--- config.mk ---
export PLATFORM = sky130hd
export DESIGN_NAME = mod3_stream_tx
export DESIGN_NICKNAME = d
export VERILOG_FILES = /design/src/rtl/mod3_pkg.sv /design/src/rtl/mod3_residue_step.sv /design/src/rtl/mod3_stream_tx.sv
export SDC_FILE = /design/constraint.sdc
export NUM_CORES = 1
export LEC_CHECK = 0
export CAP_MARGIN = 30
export CORE_MARGIN = 1
export CORE_UTILIZATION = 55
export CTS_BUF_LIST = sky130_fd_sc_hd__clkbuf_8
export DETAILED_ROUTE_END_ITERATION = 10
export HOLD_SLACK_MARGIN = 0.12
export PLACE_DENSITY = 0.86
export SLEW_MARGIN = 30
export SYNTH_ARGS = -nofsm -noshare
export SYNTH_HDL_FRONTEND = slang
export SYNTH_HIERARCHICAL = 1
export SYNTH_SLANG_ARGS = --single-unit
--- constraint.sdc ---
create_clock -name clk -period 2.4 [get_ports clk]
set_clock_uncertainty 0.2 [all_clocks]
set_input_delay 0.48 -clock clk [delete_from_list [all_inputs] [get_ports clk]]
set_output_delay 0.48 -clock clk [all_outputs]
set_load 0.005 [all_outputs]
--- src/rtl/mod3_pkg.sv ---
// Shared types and constants for the mod-3 serial link.
// Residue encodings line up with the receiver's s0/s1/s2 states.
package mod3_pkg;

    typedef enum logic [1:0] {
        IDLE  = 2'b00,
        SHIFT = 2'b01,
        PAD   = 2'b10
    } tx_state_t;

    localparam logic [1:0] R0 = 2'd0;
    localparam logic [1:0] R1 = 2'd1;
    localparam logic [1:0] R2 = 2'd2;

    // Two trailer bits that bring a residue back to zero: 4*v + t == 0 (mod 3).
    function automatic logic [1:0] trailer_of(input logic [1:0] r);
        logic [1:0] t;
        case (r)
            R1:      t = 2'd2;
            R2:      t = 2'd1;
            default: t = 2'd0;
        endcase
        return t;
    endfunction

endpackage

--- src/rtl/mod3_residue_step.sv ---
// One step of the MSB-first residue recurrence: res_out = (2*res_in + data_bit) mod 3.
// The unreachable code 3 is folded onto R0.
module mod3_residue_step
    import mod3_pkg::*;
(
    input  logic [1:0] res_in,
    input  logic       data_bit,
    output logic [1:0] res_out
);

    always_comb begin
        res_out = R0;
        case (res_in)
            R1:      res_out = data_bit ? R0 : R2;
            R2:      res_out = data_bit ? R2 : R1;
            default: res_out = data_bit ? R1 : R0;
        endcase
    end

endmodule

--- src/rtl/mod3_stream_tx.sv ---
// Parallel-to-serial transmitter (MSB first) with a running residue mod 3.
// Define MOD3_PAD_EN to append a 2-bit trailer that makes every frame divisible by 3.
module mod3_stream_tx
    import mod3_pkg::*;
#(
    parameter int WIDTH = 8
) (
    input  logic             clk,
    input  logic             rst,
    input  logic [WIDTH-1:0] din,
    input  logic             din_valid,
    output logic             din_ready,
    output logic             out,
    output logic             out_valid,
    output logic             sof,
    output logic             eof,
    output logic [1:0]       res
);

    localparam int CW = $clog2(WIDTH + 2);
`ifdef MOD3_PAD_EN
    localparam int LAST = WIDTH + 1;
`else
    localparam int LAST = WIDTH - 1;
`endif
    localparam logic [CW-1:0] LAST_CNT  = CW'(LAST);
    localparam logic [CW-1:0] DATA_LAST = CW'(WIDTH - 1);

    tx_state_t        state;
    tx_state_t        state_next;
    logic [WIDTH-1:0] sr;
    logic [WIDTH-1:0] sr_next;
    logic [CW-1:0]    cnt;
    logic [1:0]       res_next;
    logic             last_bit;
    logic             accept;

    assign out_valid = (state != IDLE);
    assign out       = out_valid & sr[WIDTH-1];
    assign sof       = (state == SHIFT) && (cnt == '0);
    assign last_bit  = out_valid && (cnt == LAST_CNT);
    assign eof       = last_bit;
    assign din_ready = !rst && ((state == IDLE) || last_bit);
    assign accept    = din_valid && din_ready;

    mod3_residue_step u_step (
        .res_in   (res),
        .data_bit (out),
        .res_out  (res_next)
    );

    // The trailer rides out of the top of the shift register once the data is gone.
    always_comb begin
        sr_next = {sr[WIDTH-2:0], 1'b0};
`ifdef MOD3_PAD_EN
        if ((state == SHIFT) && (cnt == DATA_LAST)) begin
            sr_next = '0;
            sr_next[WIDTH-1 -: 2] = trailer_of(res_next);
        end
`endif
    end

    always_comb begin
        state_next = state;
        case (state)
            IDLE: state_next = IDLE;
            SHIFT: begin
                if (cnt == DATA_LAST) begin
`ifdef MOD3_PAD_EN
                    state_next = PAD;
`else
                    state_next = IDLE;
`endif
                end
            end
`ifdef MOD3_PAD_EN
            PAD: begin
                if (cnt == LAST_CNT) begin
                    state_next = IDLE;
                end
            end
`endif
            default: state_next = IDLE;
        endcase
        if (accept) begin
            state_next = SHIFT;
        end
    end

    always_ff @(posedge clk) begin
        if (rst) begin
            state <= IDLE;
            sr    <= '0;
            cnt   <= '0;
            res   <= R0;
        end else begin
            state <= state_next;
            if (accept) begin
                sr  <= din;
                cnt <= '0;
                res <= R0;
            end else if (out_valid) begin
                sr  <= sr_next;
                cnt <= cnt + CW'(1);
                res <= res_next;
            end
        end
    end

endmodule

# ---- Word-level counts from Yosys, hierarchy flattened
# Index checks and enable logic that the tools add are counted.
dict set report classes {
  addsub 1
  n_eq_ne 4
  muxes 9
  n_bitwise 1
  n_reduce_logical 10
}
# op count
set ops {}
lappend ops {{$mux 8} 2}
lappend ops {{$add 4x1->4 const B} 1}
lappend ops {{$eq 4x3->1 const B} 1}
lappend ops {{$logic_and 1x1->1} 4}
lappend ops {{$logic_not 4->1} 1}
lappend ops {{$mux 1} 4}
lappend ops {{$mux 2} 2}
lappend ops {{$pmux 2 s2} 1}
lappend ops {{$ne 3x2->1 const B} 1}
lappend ops {{$eq 2x1->1 const B} 1}
lappend ops {{$eq 2x2->1 const B} 1}
lappend ops {{$logic_not 2->1} 1}
lappend ops {{$reduce_bool 2->1} 1}
lappend ops {{$reduce_or 2->1} 1}
lappend ops {{$and 1x1->1} 1}
lappend ops {{$logic_not 1->1} 1}
lappend ops {{$logic_or 1x1->1} 1}
dict set report totals {
  regBits 15
  inputBits 11
  output_inout_bits 7
  wordCells 29
}

# ---- Longest topological paths before layout
# Gate-level depths: netlist of run 1.
dict set report depth {
  word_depth 6
  depth_mapped 7
  mapped_depth_nobuf 6
}

# ---- By module
# The synthesis of run 1 kept the hierarchy.
# mod instances cells_each area_per_inst_um2 seq_area_each_um2
set modules_own_cells {}
lappend modules_own_cells {mod3_stream_tx 1 73 769.5 300.3}
lappend modules_own_cells {mod3_residue_step 1 8 62.6 0.0}

# ---- Least setup slack after synthesis of run 1
# No wires, ideal clock.
dict set report synth_timing {
  kind {input-to-output}
  from {input rst}
  to {output din_ready}
  t_arrival_ns 0.950
  required_ns 1.720
  setup_slack_ns 0.770
  path_stages 3
  path_buffers 2
  cell_sequence {clkbuf_1 -> buf_2 -> a21oi_1}
}
dict set report synth_between {
  elab_chain_cells 2
}
# element line
set synth_rtl {}
lappend synth_rtl {{start: declaration} mod3_stream_tx.sv:9} ;# input logic rst,
lappend synth_rtl {{$logic_not 1->1} mod3_stream_tx.sv:43} ;# assign din_ready = !rst && ((state == IDLE) || last_bit);
lappend synth_rtl {{$logic_and 1x1->1} mod3_stream_tx.sv:43}
lappend synth_rtl {{end: declaration} mod3_stream_tx.sv:12} ;# output logic din_ready,
# No other way between the ends.

# ---- Worst setup path after layout of run 1
dict set report layout_timing {
  from {register cnt[1]}
  to {output din_ready}
}
dict set report layout_between {
  elab_chain_cells 4
}
# element line
set layout_rtl {}
lappend layout_rtl {{start: declaration} mod3_stream_tx.sv:33} ;# logic [CW-1:0] cnt;
lappend layout_rtl {{start signal: assignment} mod3_stream_tx.sv:104} ;# cnt <= cnt + CW'(1);
lappend layout_rtl {{$eq 4x3->1} mod3_stream_tx.sv:41} ;# assign last_bit = out_valid && (cnt == LAST_CNT);
lappend layout_rtl {{$logic_and 1x1->1} mod3_stream_tx.sv:41}
lappend layout_rtl {{$logic_or 1x1->1} mod3_stream_tx.sv:43}
lappend layout_rtl {{$logic_and 1x1->1} mod3_stream_tx.sv:43}
# No other way between the ends.

==> impl_metrics.ini, run 1 <==
[global_routing]
grt_pass1_wl_um = 2463
overflow = 0
grt_start_max_net_pins = 16
grt_antenna_before_repair = 0
grt_pass1_vias = 584
grt_usage = 0.2232

[logic_synthesis]
synth_edf_count = 0
yosysWarnings = 6
async_flop_share = 0
netlist_area_um2 = 832.0
ys_seq_elements = 15
synth_seq_area_share = 0.3609
synthFlopType = dfxtp_1
yosys.cell_types.count = 30
synth_cells = 81
post_synth.cell_area_avg_um2 = 10.27
syn_nets = 96

[critical_path]
timing_worst_setup_path_type = reg2out
critPathRequiredTime_ps = 1720
r2r_slack_ps = 610
worstSetupEndpointType = primary output
start_kind = flip-flop
cp_max_fo = 4
arrival_ps = 1650

[clocking]
clock_sinks = 15
cts_tree = built
clkTransAtPathRegs_ps = 60
worstSkewPairLatency_ps = 250
clockRootBuffer = clkbuf_8
htree_levels = 1
hold_buffers = 0
cts_buffers = 3
clock_path_buffers = 2

[floorplanning]
coreArea_mm2 = 0.001350
row_count = 13
dieArea_mm2 = 0.001672
initial_utilization = 0.6163
pin_count = 18
die_h_um = 40.90
fp.dieW_um = 40.90

[finish]
final_layout_size_suffix_gt1_frac = 0.1863
diodes = 0
finalNonFillerCells = 117
final_common_cell = clkdlybuf4s50_1
syn_to_final_growth_pct = 27.52
final_util = 0.7859
final_nets = 118
final_cell_area_mm2 = 0.001061
final_cell_mix = 17 x clkdlybuf4s50_1, 14 x dfxtp_1, 10 x mux2i_1

[placement]
gp_congestion = 0.7445
placed_cell_area_mm2 = 0.001003
io_buffers = 17
dp.final_hpwl_um = 1172
place_inst = 112

[drt]
routedWlPerCell_um = 14.28
num_vias = 681
drc = 0
drt_iter0_markers = 16
wirelength_um = 1671
ant_nets = 0
viasPerCell = 5.821
drt-pass1-iter-count = 4

[timing]
worstMarginPinSlew_ps = 332.0
slew_headroom = 0.7786
hold_viol = 0
fmax_mhz = 428.5
layout_min_cycle_time_ps = 2334
setup_viol = 0
rsz0062_at_grt = false
slew_violations = 0
tns_ps = 0
fin_crit_sh = 0.9725

[pwr]
vdd_drop_max_uv = 473.4
p_leak_nw = 0.3921
finalPower_w = 0.0005766
power_density_mw_per_mm2 = 543.5

[outcome]
outcome = complete, no violations

[hold_path]
hold_path_class = reg2reg

[run]
max_cap_viol_count = 0
-- stage by stage --
step / hold slack, ps / setup slack, ps
after floorplan: 320.6 / 769.5
after global placement: 344.4 / 133.3
after detailed placement: 349.2 / 140.5
final: 357.1 / 66.07
after CTS: 364.7 / 47.44
after global routing: 377.0 / 8.970
-- layout make-up --
type                    instances  area, um^2
multi-input cells              56       471.7
flip-flops and latches         15       301.5
fillers                        84       289.0
repair buffers                 21       200.2
clock buffers                   3       41.29
inverters                       6       22.52
well taps                      15       18.77
clock inverters                 1       5.005
-- cell usage after synthesis (2+ instances only) --
library cell / number / area, um^2
a21oi_1: 9 / 45.04
dfxtp_1: 15 / 300.3
ha_1: 4 / 50.05
inv_1: 4 / 15.01
inv_2: 2 / 7.510
mux2i_1: 10 / 100.1
nand2_1: 2 / 7.510
nor2_1: 2 / 7.510
nor3_1: 5 / 25.02
o221a_1: 7 / 78.83
xor2_1: 2 / 17.52
-- kinds of logic after synthesis --
| family | count (synthesis) | share of synthesized area |
|---|---|---|
| flops | 15 | 0.3609 |
| compound gates | 20 | 0.1955 |
| fa+ha+maj | 4 | 0.06015 |
| mux | 12 | 0.1519 |
| xor+xnor | 3 | 0.03158 |
| simple gates | 17 | 0.1248 |
| buf+inv | 10 | 0.07518 |
-- what timing repair did --
item,in CTS,in global routing
gates resized for setup,0,2
setup endpoints to repair,1,1
setup buffers,1,0
-- power breakdown --
group          switching (W)  leakage, nW  internal (W)  total (W)
clock network      0.0000910       0.0255      0.000115   0.000206
logic              0.0000428        0.243     0.0000543  0.0000970
registers          0.0000110        0.123      0.000263   0.000274
-- layer usage --
layer	wire [um]	GRT usage	part of all wire	vias up
li1	-	-	-	339
met1	751	0.2673	0.45	325
met4	0	0.05000	0	0
met5	0	0	0	-
met2	840	0.3867	0.50	17
met3	79	0.06522	0.047	0
-- final timing paths --
kind	end	depth (start not counted)	startpoint
min	cnt[0]$_SDFFE_PP0P_	2	cnt[0]$_SDFFE_PP0P_
min reg2reg	cnt[0]$_SDFFE_PP0P_	2	cnt[0]$_SDFFE_PP0P_
max	din_ready	4	cnt[1]$_SDFFE_PP0P_
max reg2reg	res[1]$_SDFFE_PP0P_	5	state[0]$_SDFFE_PP0P_
-- state kept, by name, indices dropped and copies added (netlist names) --
signal / cells
state: 1
sr: 8
cnt: 4
res: 2
-- critical path, cell delays in order (launching register included) --
cell and delay, ps:
dfxtp_1 390, ha_2 220, nand3b_1 110, a21oi_1 170, clkdlybuf4s50_1 520
No activity file was read; power rests on OpenSTA's default activity.
==> inputs of run 2 (changes only) <==
==> constraint.sdc (replaced) <==
create_clock -name clk -period 2.4 [get_ports clk]
set_clock_uncertainty 0.2 [all_clocks]
set_input_delay 0.36 -clock clk [delete_from_list [all_inputs] [get_ports clk]]
set_output_delay 0.36 -clock clk [all_outputs]
set_load 0.005 [all_outputs]
==> run 2 against run 1 <==
Compared with the run above: first-iteration DRC count decreased by 94%; wire length decreased by 0.30%; combinational power decreased by 0.8%; global-route usage increased by 1.4 points; core utilization decreased by 1.2 points; largest power group unchanged; total power decreased by 0.45%; register-to-register slack improved by 20 ps; non-clock buffer count decreased by 2; sequential cell count unchanged; largest cell class unchanged; critical path type unchanged; sequential power about the same; clock-buffer cell count unchanged; final cell count decreased by 1.7%.
==> impl_metrics.ini, run 2 (same netlist as run 1, synthesis figures left out) <==
[placement]
gp_congestion = 0.7601
io_buffers = 17
dp.final_hpwl_um = 1190
dp_worst_setup_slack_ps = 361.8

[global_routing]
grt_antenna_before_repair = 0
grt_usage = 0.2368
overflow = 0
grt_start_max_net_pins = 19
grt_pass1_vias = 611
grt_pass1_wl_um = 2490

[pwr]
p_leak_nw = 0.3870
finalPower_w = 0.0005740
power_density_mw_per_mm2 = 549.4
vdd_drop_max_uv = 513.8

[critical_path]
cp-startpoint = cnt[0]$_SDFFE_PP0P_
worstSetupEndpointType = primary output
worstPathCellList = ha_1, nand3b_1, a21oi_2, clkdlybuf4s50_1
critPathRequiredTime_ps = 1840
cp_max_fo = 4
arrival_ps = 1740
slowest_stage = clkdlybuf4s50_1
timing_worst_setup_path_type = reg2out
start_kind = flip-flop
cpPeakStageDelay_ps = 510
reg2reg_from = state[0]$_SDFFE_PP0P_

[clocking]
worstSkewPairLatency_ps = 250
clkTransAtPathRegs_ps = 60
clockRootBuffer = clkbuf_8
cts_resized = 0
cts_tree = built
htree_levels = 1
cts_buffers = 3
clock_path_buffers = 2
clock_sinks = 15
post-cts-setup-buffer-count = 0
hold_buffers = 0

[drt]
num_vias = 661
drt-met1-wl_um = 722
routedWlPerCell_um = 14.49
drt-pass1-iter-count = 2
ant_nets = 0
viasPerCell = 5.748
top_layer_used = met4
drc = 0
wirelength_um = 1666
drt_iter0_markers = 1
route.met2.wl_um = 854
dr_wl_met3_um = 69

[timing]
tns_ps = 0
setup_viol = 0
fmax_mhz = 433.9
fin_crit_sh = 0.9602
slew_violations = 0
slew_headroom = 0.7747
hold_viol = 0
rsz0062_at_grt = false
whs_ps = 357.2
layout_min_cycle_time_ps = 2304
finalWorstSetupSlack_ps = 95.57
worstMarginPinSlew_ps = 338.0

[finish]
regArea_um2 = 300.3
fillers = 105
final_common_cell = clkdlybuf4s50_1
final_layout_size_suffix_gt1_frac = 0.1500
multi_input_area_um2 = 473.0
diodes = 0
final_nets = 116
final_util = 0.7739
largest_reg_flops = 8
syn_to_final_growth_pct = 25.56
regMostFlops = sr
final_cell_mix = 17 x clkdlybuf4s50_1, 15 x dfxtp_1, 10 x mux2i_1
reg_top3 = sr (8), cnt (4), res (2)

[floorplanning]
pin_count = 18
row_count = 13
coreArea_mm2 = 0.001350
die_h_um = 40.90
initial_utilization = 0.6163
dieArea_mm2 = 0.001672
fp.dieW_um = 40.90

[hold_path]
hold_path_class = reg2reg
min_from = res[0]$_SDFFE_PP0P_

[outcome]
outcome = complete, no violations

[run]
max_cap_viol_count = 0
==> run 2: path summary, 6_finish.rpt <==
path	endpoint	slack, ps	depth (start not counted)
worst max-delay path	din_ready	100	4
worst min-delay path	res[0]$_SDFFE_PP0P_	360	2
worst max register to register	res[1]$_SDFFE_PP0P_	630	5
worst min register to register	res[0]$_SDFFE_PP0P_	360	2
==> run 2: power breakdown <==
| part | switching (W) | internal, W | total, W |
|---|---|---|---|
| logic | 0.0000432 | 0.0000531 | 0.0000962 |
| clock network | 0.0000916 | 0.000114 | 0.000205 |
| registers | 0.0000102 | 0.000262 | 0.000273 |
==> run 2: routing by layer <==
metal | track usage | up-vias
met2 | 0.4102 | 10
met4 | 0.1000 | 0
met5 | 0 | -
met1 | 0.2442 | 312
li1 | - | 336
met3 | 0.1033 | 3
==> run 2: final cells by class <==
type	count	area share
multi-input combinational	56	0.4527
sequential	15	0.2874
timing repair buffer	19	0.1772
clock buffer	3	0.03952
inverter	6	0.02156
tap	15	0.01796
clock inverter	1	0.003593
==> run 2: critical path, delay by kind of cell (launching register included) <==
family | cells | cell delay (ps)
flops | 1 | 390
compound gates | 1 | 190
fa+ha+maj | 1 | 220
buf+inv | 1 | 510
simple gates | 1 | 190
==> run 2: per-stage QoR <==
stage | area [um^2] | instances
after floorplan | 832.0 | 81
after global placement | 996.0 | 111
after detailed placement | 996.0 | 111
after CTS | 1041 | 115
after global routing | 1045 | 115
final | 1045 | 115
==> inputs of run 3 (changes only) <==
--- a/config.mk
+++ b/config.mk
@@ -7,11 +7,11 @@
 export LEC_CHECK = 0
 export CAP_MARGIN = 30
 export CORE_MARGIN = 1
-export CORE_UTILIZATION = 55
+export CORE_UTILIZATION = 46
 export CTS_BUF_LIST = sky130_fd_sc_hd__clkbuf_8
 export DETAILED_ROUTE_END_ITERATION = 10
 export HOLD_SLACK_MARGIN = 0.12
-export PLACE_DENSITY = 0.86
+export PLACE_DENSITY = 0.76
 export SLEW_MARGIN = 30
 export SYNTH_ARGS = -nofsm -noshare
 export SYNTH_HDL_FRONTEND = slang
==> constraint.sdc (replaced) <==
create_clock -name clk -period 2.1 [get_ports clk]
set_clock_uncertainty 0.2 [all_clocks]
set_input_delay 0.315 -clock clk [delete_from_list [all_inputs] [get_ports clk]]
set_output_delay 0.315 -clock clk [all_outputs]
set_load 0.005 [all_outputs]
==> run 3 against run 2 <==
Compared with the run above: critical path depth unchanged; total power grew 15%; worst setup slack worse by 42 ps; first-iteration DRC count rose to 13 times the previous value; final cell count rose by 11%; core utilization down 13 points; register-to-register slack got worse by 210 ps; final area is 4.7% higher; largest cell class unchanged; clock-buffer cell count stayed put; wire length is 8.3% higher; combinational power is 19% higher; global-route usage down 3.4 points.
==> impl_metrics.ini, run 3 (same netlist as run 1, synthesis figures left out) <==
[finish]
final_nets = 119
final_util = 0.6403
final_cell_mix = 15 x clkdlybuf4s50_1, 13 x dfxtp_1, 10 x mux2i_1
finalNonFillerCells = 128
reg_top3 = sr (8), cnt (4), res (2)
regMostFlops = sr
final_common_cell = clkdlybuf4s50_1
final_layout_size_suffix_gt1_frac = 0.2136
diodes = 0
syn_to_final_growth_pct = 31.43
largest_reg_flops = 8
fillers = 138

[critical_path]
r2r_slack_ps = 420
cp_max_fo = 4
cpPeakStageDelay_ps = 510
worstSetupEndpointType = primary output
timing.rr.end = cnt[0]$_SDFFE_PP0P_
worstPathCellList = ha_2, nand3b_1, nor2_1, clkdlybuf4s50_1
critPathRequiredTime_ps = 1580
reg2reg_from = cnt[0]$_SDFFE_PP0P_
slowest_stage = clkdlybuf4s50_1
timing_worst_setup_path_type = reg2out
reg2reg_depth = 6
start_kind = flip-flop
arrival_ps = 1530

[pwr]
power_density_mw_per_mm2 = 603.2
p_leak_nw = 0.4184
vdd_drop_max_uv = 406.5

[floorplanning]
row_count = 15
pin_count = 18
die_h_um = 44.53
dieArea_mm2 = 0.001983
fp.dieW_um = 44.53
initial_utilization = 0.4872
coreArea_mm2 = 0.001708

[clocking]
worstSkewPairLatency_ps = 250
clkTransAtPathRegs_ps = 60
clockRootBuffer = clkbuf_8
clock_path_buffers = 2
hold_buffers = 0
clock_sinks = 15
htree_levels = 1
cts_tree = built
cts_buffers = 3

[global_routing]
grt_pass1_wl_um = 2870
grt_antenna_before_repair = 0
overflow = 0
grt_usage = 0.2024
grt_pass1_vias = 670
grt_start_max_net_pins = 16

[placement]
dp_worst_setup_slack_ps = 185.3
io_buffers = 17
place_inst = 123
dp.final_hpwl_um = 1256
gp_congestion = 0.7063

[timing]
worstMarginPinSlew_ps = 347.5
layout_min_cycle_time_ps = 2046
hold_viol = 0
whs_ps = 349.5
fmax_mhz = 488.7
slew_headroom = 0.7683
finalWorstSetupSlack_ps = 53.81
fin_crit_sh = 0.9744
setup_viol = 0
slew_violations = 0

[drt]
drt-pass1-iter-count = 4
drc = 0
drt_iter0_markers = 13
num_vias = 688
wirelength_um = 1805
viasPerCell = 5.375
ant_nets = 0
routedWlPerCell_um = 14.10

[hold_path]
min_to = cnt[1]$_SDFFE_PP0P_
min_from = cnt[1]$_SDFFE_PP0P_
whs_path_depth = 2
hold_path_class = reg2reg

[run]
max_cap_viol_count = 0

[outcome]
outcome = complete, no violations
run 3: cell types whose count changed in the layout (fill, tap and decap cells not counted), moves of 2 or more:
cell             previous run  this run
dfxtp_2                     0         2
buf_4                       2         4
dfxtp_1                    15        13
clkdlybuf4s50_1            17        15
run 3: final cells by class:
cell class,count,area (um^2),area share
Tap cell,25,31.28,0.02860
Inverter,6,22.52,0.02059
Clock buffer,3,41.29,0.03776
Timing Repair Buffer,22,212.7,0.1945
Clock inverter,1,3.754,0.003432
Sequential cell,15,302.8,0.2769
Multi-Input combinational cell,56,479.2,0.4382
run 3: repair_timing:
action                                  4_1_cts  5_1_grt
pin swaps                                     1        0
endpoints found under the setup margin        3        4
resized for setup                             5        3
buffers inserted                              0        1
run 3: how the worst max path moves through the flow:
stage,startpoint,to,cells after the start
after floorplan,state[0]$_SDFFE_PP0P_,res[1]$_SDFFE_PP0P_,6
after global placement,rst,din_ready,3
after detailed placement,rst,din_ready,3
after CTS,cnt[0]$_SDFFE_PP0P_,eof,4
after global routing,cnt[0]$_SDFFE_PP0P_,eof,4
final,cnt[0]$_SDFFE_PP0P_,eof,4
run 3: power by group:
group	internal [W]	leakage [nW]	total [W]	switching (W)
Sequential	0.000300	0.124	0.000313	0.0000125
Combinational	0.0000629	0.268	0.000114	0.0000508
Clock	0.000130	0.0269	0.000233	0.000104
run 3: layer usage:
metal | vias to the layer above | part of all wire | GRT usage
met5 | - | 0 | 0
met4 | 0 | 0.018 | 0.08485
met3 | 5 | 0.047 | 0.07755
met2 | 12 | 0.50 | 0.3559
met1 | 328 | 0.44 | 0.2143
li1 | 343 | - | -
run 3: stage by stage:
stage	TNS (ps)	power [W]	instance area, um^2
2_1_floorplan	0	0.0003884	832.0
3_3_place_gp	0	0.0004266	1023
3_5_place_dp	0	0.0004304	1023
4_1_cts	0	0.0006661	1079
5_1_grt	-7.411	0.0006915	1094
6_report	0	0.0006596	1094
run 3: worst max-delay path, delay by kind of cell, from the launching register on:
family                   cells  cell delay, ps
adder cells (fa/ha/maj)      1             190
buffers and inverters        1             510
flip-flops                   1             360
AND/OR/NAND/NOR              2             220
